## config.mk

```make
export PLATFORM = sky130hd
export DESIGN_NAME = gray_to_bin_nbits_flat
export DESIGN_NICKNAME = d
export VERILOG_FILES = /design/src/rtl/gray_to_bin_nbits_if.sv /design/src/rtl/gray_to_bin_nbits.sv /design/src/flat_wrapper.sv
export SDC_FILE = /design/constraint.sdc
export NUM_CORES = 1
export LEC_CHECK = 0
export ABC_AREA = 0
export CAP_MARGIN = 15
export CORE_UTILIZATION = 40
export DETAILED_ROUTE_END_ITERATION = 16
export PLACE_DENSITY = 0.75
export SYNTH_ARGS = -nofsm -noshare
export SYNTH_HDL_FRONTEND = slang
export SYNTH_SLANG_ARGS = --single-unit
```

## constraint.sdc

```tcl
create_clock -name clk -period 4.4 [get_ports clk]
set_input_delay 0.88 -clock clk [delete_from_list [all_inputs] [get_ports clk]]
set_output_delay 0.88 -clock clk [all_outputs]
set_load 0.05 [all_outputs]
```

## src/rtl/gray_to_bin_nbits_if.sv

```systemverilog
// Handshake bundle for the Gray-to-binary decoder.
//   in_valid/in_ready/in_grey            : upstream Gray word stream
//   out_valid/out_ready/out_bin/out_step_err : downstream decoded stream
// master : the side that feeds words in and consumes results.
// slave  : the decoder itself.
interface gray_to_bin_nbits_if #(
  parameter int N = 8
);
  logic         in_valid;
  logic         in_ready;
  logic [N-1:0] in_grey;
  logic         out_valid;
  logic         out_ready;
  logic [N-1:0] out_bin;
  logic         out_step_err;

  modport master (
    output in_valid, in_grey, out_ready,
    input  in_ready, out_valid, out_bin, out_step_err
  );

  modport slave (
    input  in_valid, in_grey, out_ready,
    output in_ready, out_valid, out_bin, out_step_err
  );
endinterface

```

## src/rtl/gray_to_bin_nbits.sv

```systemverilog
// Registered, handshaked Gray-to-binary decoder with single-bit-step check.
// Each accepted N-bit Gray word is decoded to binary and presented one cycle
// later. Consecutive accepted words must differ in exactly one bit; any
// violation is flagged alongside the word and counted in a saturating counter.
// Ports:
//   clk      : rising-edge clock
//   rst      : synchronous active-high reset
//   bus      : handshake bundle (slave side), see gray_to_bin_nbits_if
//   err_count: saturating count of step violations since reset / last clear
//   clr_err  : synchronous clear of err_count
module gray_to_bin_nbits #(
  parameter int N  = 8,
  parameter int CW = 8
) (
  input  logic                 clk,
  input  logic                 rst,
  gray_to_bin_nbits_if.slave   bus,
  output logic [CW-1:0]        err_count,
  input  logic                 clr_err
);

  logic [N-1:0] bin;
  logic [N-1:0] prev_grey;
  logic         has_prev;
  logic         out_valid;
  logic [N-1:0] out_bin;
  logic         out_step_err;
  logic         step_err;
  logic         accept;
  logic         xfer;

  // Prefix XOR from the MSB down: each binary bit is the parity of all Gray
  // bits at or above it.
  always_comb begin
    bin        = '0;
    bin[N-1]   = bus.in_grey[N-1];
    for (int i = N - 2; i >= 0; i--)
      bin[i] = bin[i+1] ^ bus.in_grey[i];
  end

  // A legal step flips exactly one bit; a repeated word (no bits flipped)
  // counts as a violation too.
  assign step_err = has_prev && !$onehot(bus.in_grey ^ prev_grey);

  // Single output register: a new word may enter whenever the slot is empty
  // or is being drained this cycle, giving one word per cycle without skid.
  assign bus.in_ready = !out_valid || bus.out_ready;
  assign accept       = bus.in_valid && bus.in_ready;
  assign xfer         = out_valid && bus.out_ready;

  always_ff @(posedge clk) begin
    if (rst) begin
      out_valid    <= 1'b0;
      out_bin      <= '0;
      out_step_err <= 1'b0;
      prev_grey    <= '0;
      has_prev     <= 1'b0;
      err_count    <= '0;
    end else begin
      if (accept) begin
        out_bin      <= bin;
        out_step_err <= step_err;
        out_valid    <= 1'b1;
        prev_grey    <= bus.in_grey;
        has_prev     <= 1'b1;
      end else if (xfer) begin
        out_valid    <= 1'b0;
      end

      // Clear beats a same-cycle increment; counter sticks at all-ones.
      if (clr_err)
        err_count <= '0;
      else if (accept && step_err && (err_count != {CW{1'b1}}))
        err_count <= err_count + 1'b1;
    end
  end

  assign bus.out_valid    = out_valid;
  assign bus.out_bin      = out_bin;
  assign bus.out_step_err = out_step_err;

endmodule

```

## src/flat_wrapper.sv

```systemverilog
// flat-port wrapper written by rule: the top's interface ports become plain ports
module gray_to_bin_nbits_flat 
#(
  parameter int N  = 8,
  parameter int CW = 8
)
  (clk, rst, err_count, clr_err, bus_in_valid, bus_in_grey, bus_out_ready, bus_in_ready, bus_out_valid, bus_out_bin, bus_out_step_err);
  gray_to_bin_nbits_if #(.N(N)) bus_i ();
  input  logic clk;
  input  logic rst;
  output logic [CW-1:0] err_count;
  input  logic clr_err;
  input wire logic [$bits(bus_i.in_valid)-1:0] bus_in_valid;
  input wire logic [$bits(bus_i.in_grey)-1:0] bus_in_grey;
  input wire logic [$bits(bus_i.out_ready)-1:0] bus_out_ready;
  output wire logic [$bits(bus_i.in_ready)-1:0] bus_in_ready;
  output wire logic [$bits(bus_i.out_valid)-1:0] bus_out_valid;
  output wire logic [$bits(bus_i.out_bin)-1:0] bus_out_bin;
  output wire logic [$bits(bus_i.out_step_err)-1:0] bus_out_step_err;
  assign bus_i.in_valid = bus_in_valid;
  assign bus_i.in_grey = bus_in_grey;
  assign bus_i.out_ready = bus_out_ready;
  assign bus_in_ready = bus_i.in_ready;
  assign bus_out_valid = bus_i.out_valid;
  assign bus_out_bin = bus_i.out_bin;
  assign bus_out_step_err = bus_i.out_step_err;
  gray_to_bin_nbits #(.N(N), .CW(CW)) u_core (.clk(clk), .rst(rst), .bus(bus_i), .err_count(err_count), .clr_err(clr_err));
endmodule
```

==> impl_metrics.env, run 1 <==
export IMPL_outcome="complete, no violations"
export IMPL_dpl_worst_slack_ns=-0.367
export IMPL_syn_nets=184
export IMPL_gp_congestion=0.736
export IMPL_drt_iter0_markers=25
export IMPL_final_max_slew_viol_count=0
export IMPL_synthCells=160
export IMPL_finalClockSkew_ns=0.0115
export IMPL_antenna_cells=0
export IMPL_path_cells="dlygate4sd2_1, xor2_1, ha_2, inv_1, fa_2, fa_1, inv_1, ha_1, fa_1, or4b_2, nand4_1, buf_6, clkbuf_16, o21ai_0, a21oi_1"
export IMPL_grt_max_degree=21
export IMPL_multi_input_area_um2=843
export IMPL_power_uw=665
export IMPL_final_cell_mix="dfxtp_1, nand2_1, clkdlybuf4s50_1"
export IMPL_worstSetupStartpoint="bus_in_grey[6]"
export IMPL_cts_tree="built"
export IMPL_async_reset_ff_frac=0
export IMPL_yosysSeqAreaShare=0.358
export IMPL_syn_area_per_cell_um2=9.08
export IMPL_htree_levels=1
export IMPL_cp_arrival_ns=4.53
export IMPL_antenna_found_initial=0
export IMPL_rr_startpoint="u_core.prev_grey[6]"
export IMPL_leakagePower_uw=0.000794
export IMPL_syn2layout_area_growth_pct=33.6
export IMPL_fin_worst_hold_slack_ns=0.470
export IMPL_hold_class="flop to flop"
export IMPL_seqCellArea_um2=520
export IMPL_grt_use_total=0.158
export IMPL_viasPerCell=5.08
export IMPL_cts_sinks=26
export IMPL_via_count=1225
export IMPL_synth_edf_count=0
export IMPL_clockBufferDepth=2
export IMPL_die_h_um=62.3
export IMPL_die_width_um=62.3
export IMPL_grt_ovfl_total=0
export IMPL_crit_path_end_kind="flop"
export IMPL_slowest_delay_ns=0.63
export IMPL_first_pass_iters=4
export IMPL_dp_hpwl_um=2150
export IMPL_setup_violations=0
export IMPL_routedWlPerCell_um=12.7
export IMPL_synthDistinctLibCells=32
export IMPL_path_clk_slew_ns=0.15
export IMPL_period_minus_slack_ns=4.27
export IMPL_root_buffer="clkbuf_4"
export IMPL_hp_start="u_core.bus.out_bin[5]"
export IMPL_worstMarginPinSlew_ns=0.718
export IMPL_vdd_drop_max_v=0.000157
export IMPL_die_area_um2=3880
export IMPL_core_um2=3420
export IMPL_fin_crit_sh=0.971
export IMPL_syn_cell_area_um2=1450
export IMPL_setup_ws_ns=0.128
export IMPL_initial_core_util=0.425
export IMPL_grt_pass1_wl_um=5030
export IMPL_synth_top_flop_cell="dfxtp_1"
export IMPL_grt_pass1_vias=1189
export IMPL_drcViolationCount=0
export IMPL_hold_violations=0
export IMPL_synth_seq_cells=26
export IMPL_final_antenna_net_count=0
export IMPL_ios=32
export IMPL_relSlewSlack=0.522
export IMPL_fmaxAchievable_mhz=234
export IMPL_n_fill_cell=312
export IMPL_place_port_buffers=31
export IMPL_row_count=21
export IMPL_mostFrequentLayoutCell="dfxtp_1"
export IMPL_crit_type="input port to flop"
export IMPL_startpoint_type="input port"
export IMPL_tns_ns=0
export IMPL_pwr_density_cell_nw_per_um2=343
export IMPL_clkLatencyLatePin_ns=0.32
export IMPL_wirelength_um=3060
export IMPL_crit_required_ns=4.65
export IMPL_numCtsBuffers=3
export IMPL_final_net_count=220
export IMPL_yosys_warnings=0
export IMPL_path_max_fanout=4
export IMPL_drv_cap=0
export IMPL_crit_slowest_cell="or4b_2"
export IMPL_drive_gt1_frac=0.113
-- final timing paths --
kind                           end  depth (start not counted)  slack [ns]
max            u_core.err_count[1]                         15        0.13
min reg2reg  u_core.bus.out_bin[5]                          2        0.47
max reg2reg    u_core.err_count[1]                         14        0.57
min          u_core.bus.out_bin[5]                          2        0.47
-- worst max-delay path, delay by kind of cell --
family,cells,cell delay (ns)
AOI/OAI and AO/OA,2,0.25
xor gates and xnor gates,1,0.15
adders and majority gates,5,1.86
buffers and inverters,5,0.64
and+or+nand+nor,2,0.74
-- layout make-up --
cell class / count / area share
Clock buffer: 3 / 0.0116
Clock inverter: 1 / 0.0155
Tap cell: 46 / 0.0297
Timing Repair Buffer: 41 / 0.221
Multi-Input combinational cell: 114 / 0.435
Inverter: 10 / 0.0193
Sequential cell: 26 / 0.268
-- cell usage after synthesis, types with 2 or more instances --
cell	n	area [µm²]
xnor3_1	2	45.0
and2_1	2	12.5
clkbuf_1	6	22.5
ha_1	7	87.6
or3_1	2	12.5
o31ai_1	4	30.0
dfxtp_1	26	521
a21oi_1	21	105
or4_1	5	37.5
inv_1	10	37.5
o21ai_0	2	10.0
nand4_1	2	12.5
nand2_1	25	93.8
nand2b_1	3	18.8
nor2_1	7	26.3
xnor2_1	4	35.0
xor2_1	9	78.8
a211oi_1	3	22.5
fa_1	4	80.1
nand3_1	3	15.0
o41ai_1	2	17.5
-- flip-flops by register name, summed over array words and instances (netlist names) --
register	count
u_core.prev_grey	7
u_core.bus.out_bin	8
u_core.has_prev	1
u_core.err_count	8
u_core.bus.out_step_err	1
u_core.bus.out_valid	1
-- layer usage --
metal / share of wire / global-route usage / vias up
met4: 0.0095 / 0.0494 / 0
li1: - / - / 614
met3: 0.027 / 0.0147 / 6
met1: 0.46 / 0.203 / 576
met2: 0.50 / 0.277 / 29
met5: 0 / 0 / -
-- where the power goes --
part / switching [µW] / internal (µW)
sequential: 8.20 / 250
clock: 74.3 / 92.1
combinational: 126 / 114
-- kinds of logic after synthesis --
logic type / share of synthesized area
adders and majority gates: 0.115
and+or+nand+nor: 0.181
xor gates and xnor gates: 0.143
DFF: 0.358
buffers and inverters: 0.0663
AOI/OAI and AO/OA: 0.136
-- timing repair --
item,in CTS,in global routing
buffers inserted,0,1
cloned,1,1
setup endpoints to repair,5,7
gates resized for setup,9,2
hold buffers,0,0
pin swaps,3,3
-- stage by stage --
| stage | cell area [µm²] | util | cells |
|---|---|---|---|
| 6_report | 1940 | 0.568 | 241 |
| 5_1_grt | 1940 | 0.568 | 241 |
| 4_1_cts | 1910 | 0.560 | 239 |
| 3_5_place_dp | 1830 | 0.535 | 234 |
| 3_3_place_gp | 1830 | 0.535 | 234 |
| 2_1_floorplan | 1450 | - | 160 |
(Power assumes the default switching activity.)
==> inputs of run 2 (changes only) <==
--- a/config.mk
+++ b/config.mk
@@ -7,9 +7,12 @@
 export LEC_CHECK = 0
 export ABC_AREA = 0
 export CAP_MARGIN = 15
+export CORE_MARGIN = 2
 export CORE_UTILIZATION = 40
+export CTS_BUF_LIST = sky130_fd_sc_hd__clkbuf_8
 export DETAILED_ROUTE_END_ITERATION = 16
 export PLACE_DENSITY = 0.75
+export SLEW_MARGIN = 25
 export SYNTH_ARGS = -nofsm -noshare
 export SYNTH_HDL_FRONTEND = slang
 export SYNTH_SLANG_ARGS = --single-unit
==> run 2 against run 1 <==
Global-route usage rose by 2.0 points. Sequential power barely moved. Power fell by 0.57%. Largest power group unchanged. Flip-flop and latch count did not move. Clock-buffer cell count rose by 1. Maximum frequency fell by 0.91%. First-iteration DRC count did not move. Die area rose by 6.5%. Combinational power rose by 3%.
==> impl_metrics.env, run 2 (synthesis gave the netlist of run 1 again) <==
export IMPL_outcome="complete, no violations"
export IMPL_grt_pass1_vias=1283
export IMPL_crit_required_ns=4.60
export IMPL_cp_num_cells=14
export IMPL_core_um2=3420
export IMPL_syn2layout_area_growth_pct=34.5
export IMPL_tns_ns=0
export IMPL_final_antenna_net_count=0
export IMPL_initial_core_util=0.425
export IMPL_ios=32
export IMPL_leakagePower_uw=0.000789
export IMPL_antenna_found_initial=0
export IMPL_fin_util=0.572
export IMPL_crit_type="input port to flop"
export IMPL_rsz0062_at_grt="yes"
export IMPL_die_area_um2=4130
export IMPL_first_pass_iters=4
export IMPL_antenna_cells=0
export IMPL_period_minus_slack_ns=4.31
export IMPL_fin_crit_sh=0.980
export IMPL_multi_input_area_um2=875
export IMPL_power_uw=661
export IMPL_cp_arrival_ns=4.51
export IMPL_grt_max_degree=21
export IMPL_cts_tree="built"
export IMPL_r2r_end="u_core.err_count[4]"
export IMPL_final_cell_mix="dfxtp_1, nand2_1, clkdlybuf4s50_1"
export IMPL_cts_hold_buffers_added=0
export IMPL_fmaxAchievable_mhz=232
export IMPL_path_buf_inv=4
export IMPL_finalClockSkew_ns=0.0101
export IMPL_fin_cells=240
export IMPL_path_clk_slew_ns=0.10
export IMPL_drv_cap=0
export IMPL_rr_worst_depth=13
export IMPL_dp_cells=234
export IMPL_vdd_drop_max_v=0.000133
export IMPL_worstSetupStartpoint="bus_in_grey[7]"
export IMPL_final_max_slew_viol_count=0
export IMPL_die_width_um=64.3
export IMPL_grt_use_total=0.177
export IMPL_clkLatencyLatePin_ns=0.27
export IMPL_hold_violations=0
export IMPL_setup_violations=0
export IMPL_via_count=1249
export IMPL_reg2reg_slack_ns=0.60
export IMPL_final_net_count=219
export IMPL_rr_startpoint="u_core.bus.out_bin[7]"
export IMPL_post_route_cell_area_um2=1950
export IMPL_mostFrequentLayoutCell="dfxtp_1"
export IMPL_hold_class="flop to flop"
export IMPL_dp_hpwl_um=2450
export IMPL_drcViolationCount=0
export IMPL_root_buffer="clkbuf_8"
export IMPL_drive_gt1_frac=0.149
export IMPL_routedWlPerCell_um=14.0
export IMPL_worstMarginPinSlew_ns=0.704
export IMPL_gp_congestion=0.725
export IMPL_pwr_density_cell_nw_per_um2=338
export IMPL_path_max_fanout=8
export IMPL_startpoint_type="input port"
export IMPL_crit_end="u_core.err_count[4]"
export IMPL_slowest_delay_ns=0.51
export IMPL_numCtsBuffers=3
export IMPL_wirelength_um=3370
export IMPL_seqCellArea_um2=520
export IMPL_largestRegisters="u_core.bus.out_bin x8, u_core.err_count x8, u_core.prev_grey x7"
export IMPL_path_cells="dlygate4sd2_1, xor2_1, ha_2, inv_1, fa_2, fa_1, inv_1, ha_2, fa_1, or4b_4, nand4_1, bufbuf_16, or4_1, a21oi_1"
export IMPL_htree_levels=1
export IMPL_crit_slowest_cell="fa_1"
export IMPL_grt_pass1_wl_um=5640
export IMPL_cts_sinks=26
export IMPL_die_h_um=64.3
export IMPL_row_count=21
export IMPL_critPathTopFamily="adder cells"
export IMPL_clockBufferDepth=2
export IMPL_place_port_buffers=31
export IMPL_grt_ovfl_total=0
export IMPL_placed_area_um2=1830
export IMPL_crit_path_end_kind="flop"
export IMPL_viasPerCell=5.20
export IMPL_n_fill_cell=308
export IMPL_relSlewSlack=0.529
export IMPL_drt_iter0_markers=25
## run 2: routing by layer
metal  up-vias  GRT usage  wire length, µm
li1        611          -                -
met2        29      0.323             1740
met1       603      0.199             1460
met4         0     0.0878               74
met3         6     0.0282               96
met5         -          0                0
## run 2: layout make-up
class	count	area share
flip-flops and latches	26	0.266
well taps	46	0.0294
repair buffers	40	0.209
multi-input cells	114	0.448
inverters	10	0.0192
clock buffers	4	0.0282
## run 2: how the worst min path moves through the flow
stage | startpoint | endpoint | slack, ns | depth (start not counted)
floorplan | u_core.has_prev | u_core.has_prev | 0.44 | 2
global placement | u_core.bus.out_bin[3] | u_core.bus.out_bin[3] | 0.44 | 2
detailed placement | u_core.bus.out_bin[1] | u_core.bus.out_bin[1] | 0.45 | 2
CTS | u_core.bus.out_bin[1] | u_core.bus.out_bin[1] | 0.47 | 2
global route | u_core.bus.out_bin[1] | u_core.bus.out_bin[1] | 0.49 | 2
finish | u_core.bus.out_bin[1] | u_core.bus.out_bin[1] | 0.46 | 2
## run 2: where the power goes
part / leakage (µW) / switching, µW / internal (µW)
clock: 0.0000288 / 76.1 / 80.0
sequential: 0.000213 / 8.68 / 250
combinational: 0.000548 / 129 / 118
## run 2: repair_timing
item,in CTS,in global routing
endpoints found under the setup margin,9,8
buffers inserted,1,0
gates cloned,1,0
gates resized for setup,10,9
pin swaps,4,8
## run 2: stage by stage
stage	hold slack (ns)	setup WS, ns
CTS	0.466	0.0670
finish	0.462	0.0888
global route	0.492	-0.0156
global placement	0.444	-0.264
detailed placement	0.452	-0.399
floorplan	0.440	0.0630
## run 2: worst min-delay path, cell delays in order (launching register included)
cell     delay (ns)
dfxtp_1        0.32
nand2_1        0.05
a21oi_1        0.05
==> inputs of run 3 (changes only) <==
--- a/config.mk
+++ b/config.mk
@@ -11,6 +11,7 @@
 export CORE_UTILIZATION = 40
 export CTS_BUF_LIST = sky130_fd_sc_hd__clkbuf_8
 export DETAILED_ROUTE_END_ITERATION = 16
+export MAX_ROUTING_LAYER = met4
 export PLACE_DENSITY = 0.75
 export SLEW_MARGIN = 25
 export SYNTH_ARGS = -nofsm -noshare
==> run 3 against run 2 <==
Cell area stayed put. Non-clock buffer count unchanged. Register-to-register slack about the same. Flip-flop and latch count unchanged. Sequential share of layout area unchanged. Combinational power hardly changed. Hold slack gained 0.00077 ns. Wire length increased by 0.95%. Cell count stayed put. Maximum frequency is 0.25% higher. Core utilization unchanged. Critical path type unchanged. Largest cell class unchanged. Largest power group unchanged. Highest routed layer unchanged.
==> impl_metrics.env, run 3 (synthesis gave the netlist of run 1 again) <==
export IMPL_dpl_worst_slack_ns=-0.399
export IMPL_outcome="complete, no violations"
export IMPL_path_max_fanout=8
export IMPL_drive_gt1_frac=0.149
export IMPL_fmaxAchievable_mhz=233
export IMPL_cts_sinks=26
export IMPL_cts_tree="built"
export IMPL_path_clk_slew_ns=0.10
export IMPL_largestRegisters="u_core.bus.out_bin x8, u_core.err_count x8, u_core.prev_grey x7"
export IMPL_grt_pass1_vias=1276
export IMPL_viasPerCell=5.15
export IMPL_drcViolationCount=0
export IMPL_leakagePower_uw=0.000789
export IMPL_wirelength_um=3400
export IMPL_crit_required_ns=4.60
export IMPL_crit_path_end_kind="flop"
export IMPL_relSlewSlack=0.524
export IMPL_grt_use_total=0.183
export IMPL_setup_violations=0
export IMPL_htree_levels=1
export IMPL_vdd_drop_max_v=0.000133
export IMPL_die_h_um=64.3
export IMPL_final_max_slew_viol_count=0
export IMPL_routedWlPerCell_um=14.2
export IMPL_antenna_found_initial=0
export IMPL_hold_class="flop to flop"
export IMPL_final_antenna_net_count=0
export IMPL_dp_cells=234
export IMPL_fin_util=0.572
export IMPL_mostFrequentLayoutCell="dfxtp_1"
export IMPL_clkLatencyLatePin_ns=0.28
export IMPL_busiest_layer="met2"
export IMPL_crit_type="input port to flop"
export IMPL_dp_hpwl_um=2450
export IMPL_core_um2=3420
export IMPL_cp_arrival_ns=4.50
export IMPL_final_net_count=219
export IMPL_path_cells="dlygate4sd2_1, xor2_1, ha_2, inv_1, fa_2, fa_1, inv_1, ha_2, fa_1, or4b_4, nand4_1, bufbuf_16, or4_1, a21oi_1"
export IMPL_critPathTopFamily="adder cells"
export IMPL_worstMarginPinSlew_ns=0.712
export IMPL_power_uw=662
export IMPL_place_port_buffers=31
export IMPL_rsz0062_at_grt="yes"
export IMPL_grt_pass1_wl_um=5680
export IMPL_die_width_um=64.3
export IMPL_cts_hold_buffers_added=0
export IMPL_gp_congestion=0.734
export IMPL_pwr_density_cell_nw_per_um2=339
export IMPL_row_count=21
export IMPL_via_count=1237
export IMPL_met2_usage=0.323
export IMPL_period_minus_slack_ns=4.30
export IMPL_numCtsBuffers=3
export IMPL_path_buf_inv=4
export IMPL_syn2layout_area_growth_pct=34.5
export IMPL_clockBufferDepth=2
export IMPL_first_pass_iters=4
export IMPL_hold_violations=0
export IMPL_crit_slowest_cell="fa_1"
export IMPL_use_met3=0.0282
export IMPL_ios=32
export IMPL_antenna_cells=0
export IMPL_drt_iter0_markers=28
export IMPL_initial_core_util=0.425
export IMPL_fin_crit_sh=0.977
export IMPL_slowest_delay_ns=0.51
export IMPL_finalClockSkew_ns=0.0106
export IMPL_root_buffer="clkbuf_8"
export IMPL_met1_usage=0.202
export IMPL_drv_cap=0
export IMPL_startpoint_type="input port"
export IMPL_final_cell_mix="dfxtp_1, nand2_1, clkdlybuf4s50_1"
export IMPL_grt_max_degree=21
export IMPL_n_fill_cell=308
export IMPL_die_area_um2=4130
export IMPL_grt_ovfl_total=0
export IMPL_fin_cells=240
export IMPL_setup_ws_ns=0.0998
-- run 3: power by group --
part | switching [µW] | leakage (µW) | internal [µW]
logic | 129 | 0.000548 | 118
registers | 8.70 | 0.000213 | 250
clock network | 77.1 | 0.0000288 | 80.1
total | 214 | 0.000789 | 448
-- run 3: what timing repair did --
item                       in CTS  in global routing
resized for setup              10                  9
hold endpoints to repair        0                  0
gates cloned                    1                  0
setup endpoints to repair       9                  8
buffers inserted                1                  0
pin swaps                       4                  8
-- run 3: cell type report --
type | count | area, µm² | area share
Clock buffer | 4 | 55.1 | 0.0282
Inverter | 10 | 37.5 | 0.0192
Multi-Input combinational cell | 114 | 875 | 0.448
Sequential cell | 26 | 520 | 0.266
Tap cell | 46 | 57.6 | 0.0294
Timing Repair Buffer | 40 | 409 | 0.209
-- run 3: through the flow --
stage / hold slack (ns) / cell area (µm²) / setup TNS [ns]
floorplan: 0.440 / 1450 / 0
detailed placement: 0.452 / 1830 / -3.16
finish: 0.462 / 1950 / 0
global route: 0.492 / 1950 / -0.0220
global placement: 0.444 / 1830 / -2.24
CTS: 0.466 / 1920 / 0
-- run 3: worst min-delay path, delay by kind of cell, from the launching register on --
family          cells  cell delay (ns)
flops               1             0.32
simple gates        1             0.05
compound gates      1             0.05
-- run 3: final timing paths --
check                        startpoint                    end  slack (ns)  cells after the start
setup reg to reg  u_core.bus.out_bin[7]    u_core.err_count[4]        0.61                     13
hold reg to reg   u_core.bus.out_bin[1]  u_core.bus.out_bin[1]        0.46                      2
setup / recovery         bus_in_grey[7]    u_core.err_count[4]         0.1                     14
hold / removal    u_core.bus.out_bin[1]  u_core.bus.out_bin[1]        0.46                      2
-- run 3: routing by layer --
layer / vias to the layer above / part of all wire
met1: 597 / 0.43
met4: 0 / 0.017
met3: 4 / 0.028
li1: 609 / -
met2: 27 / 0.52
met5: - / 0
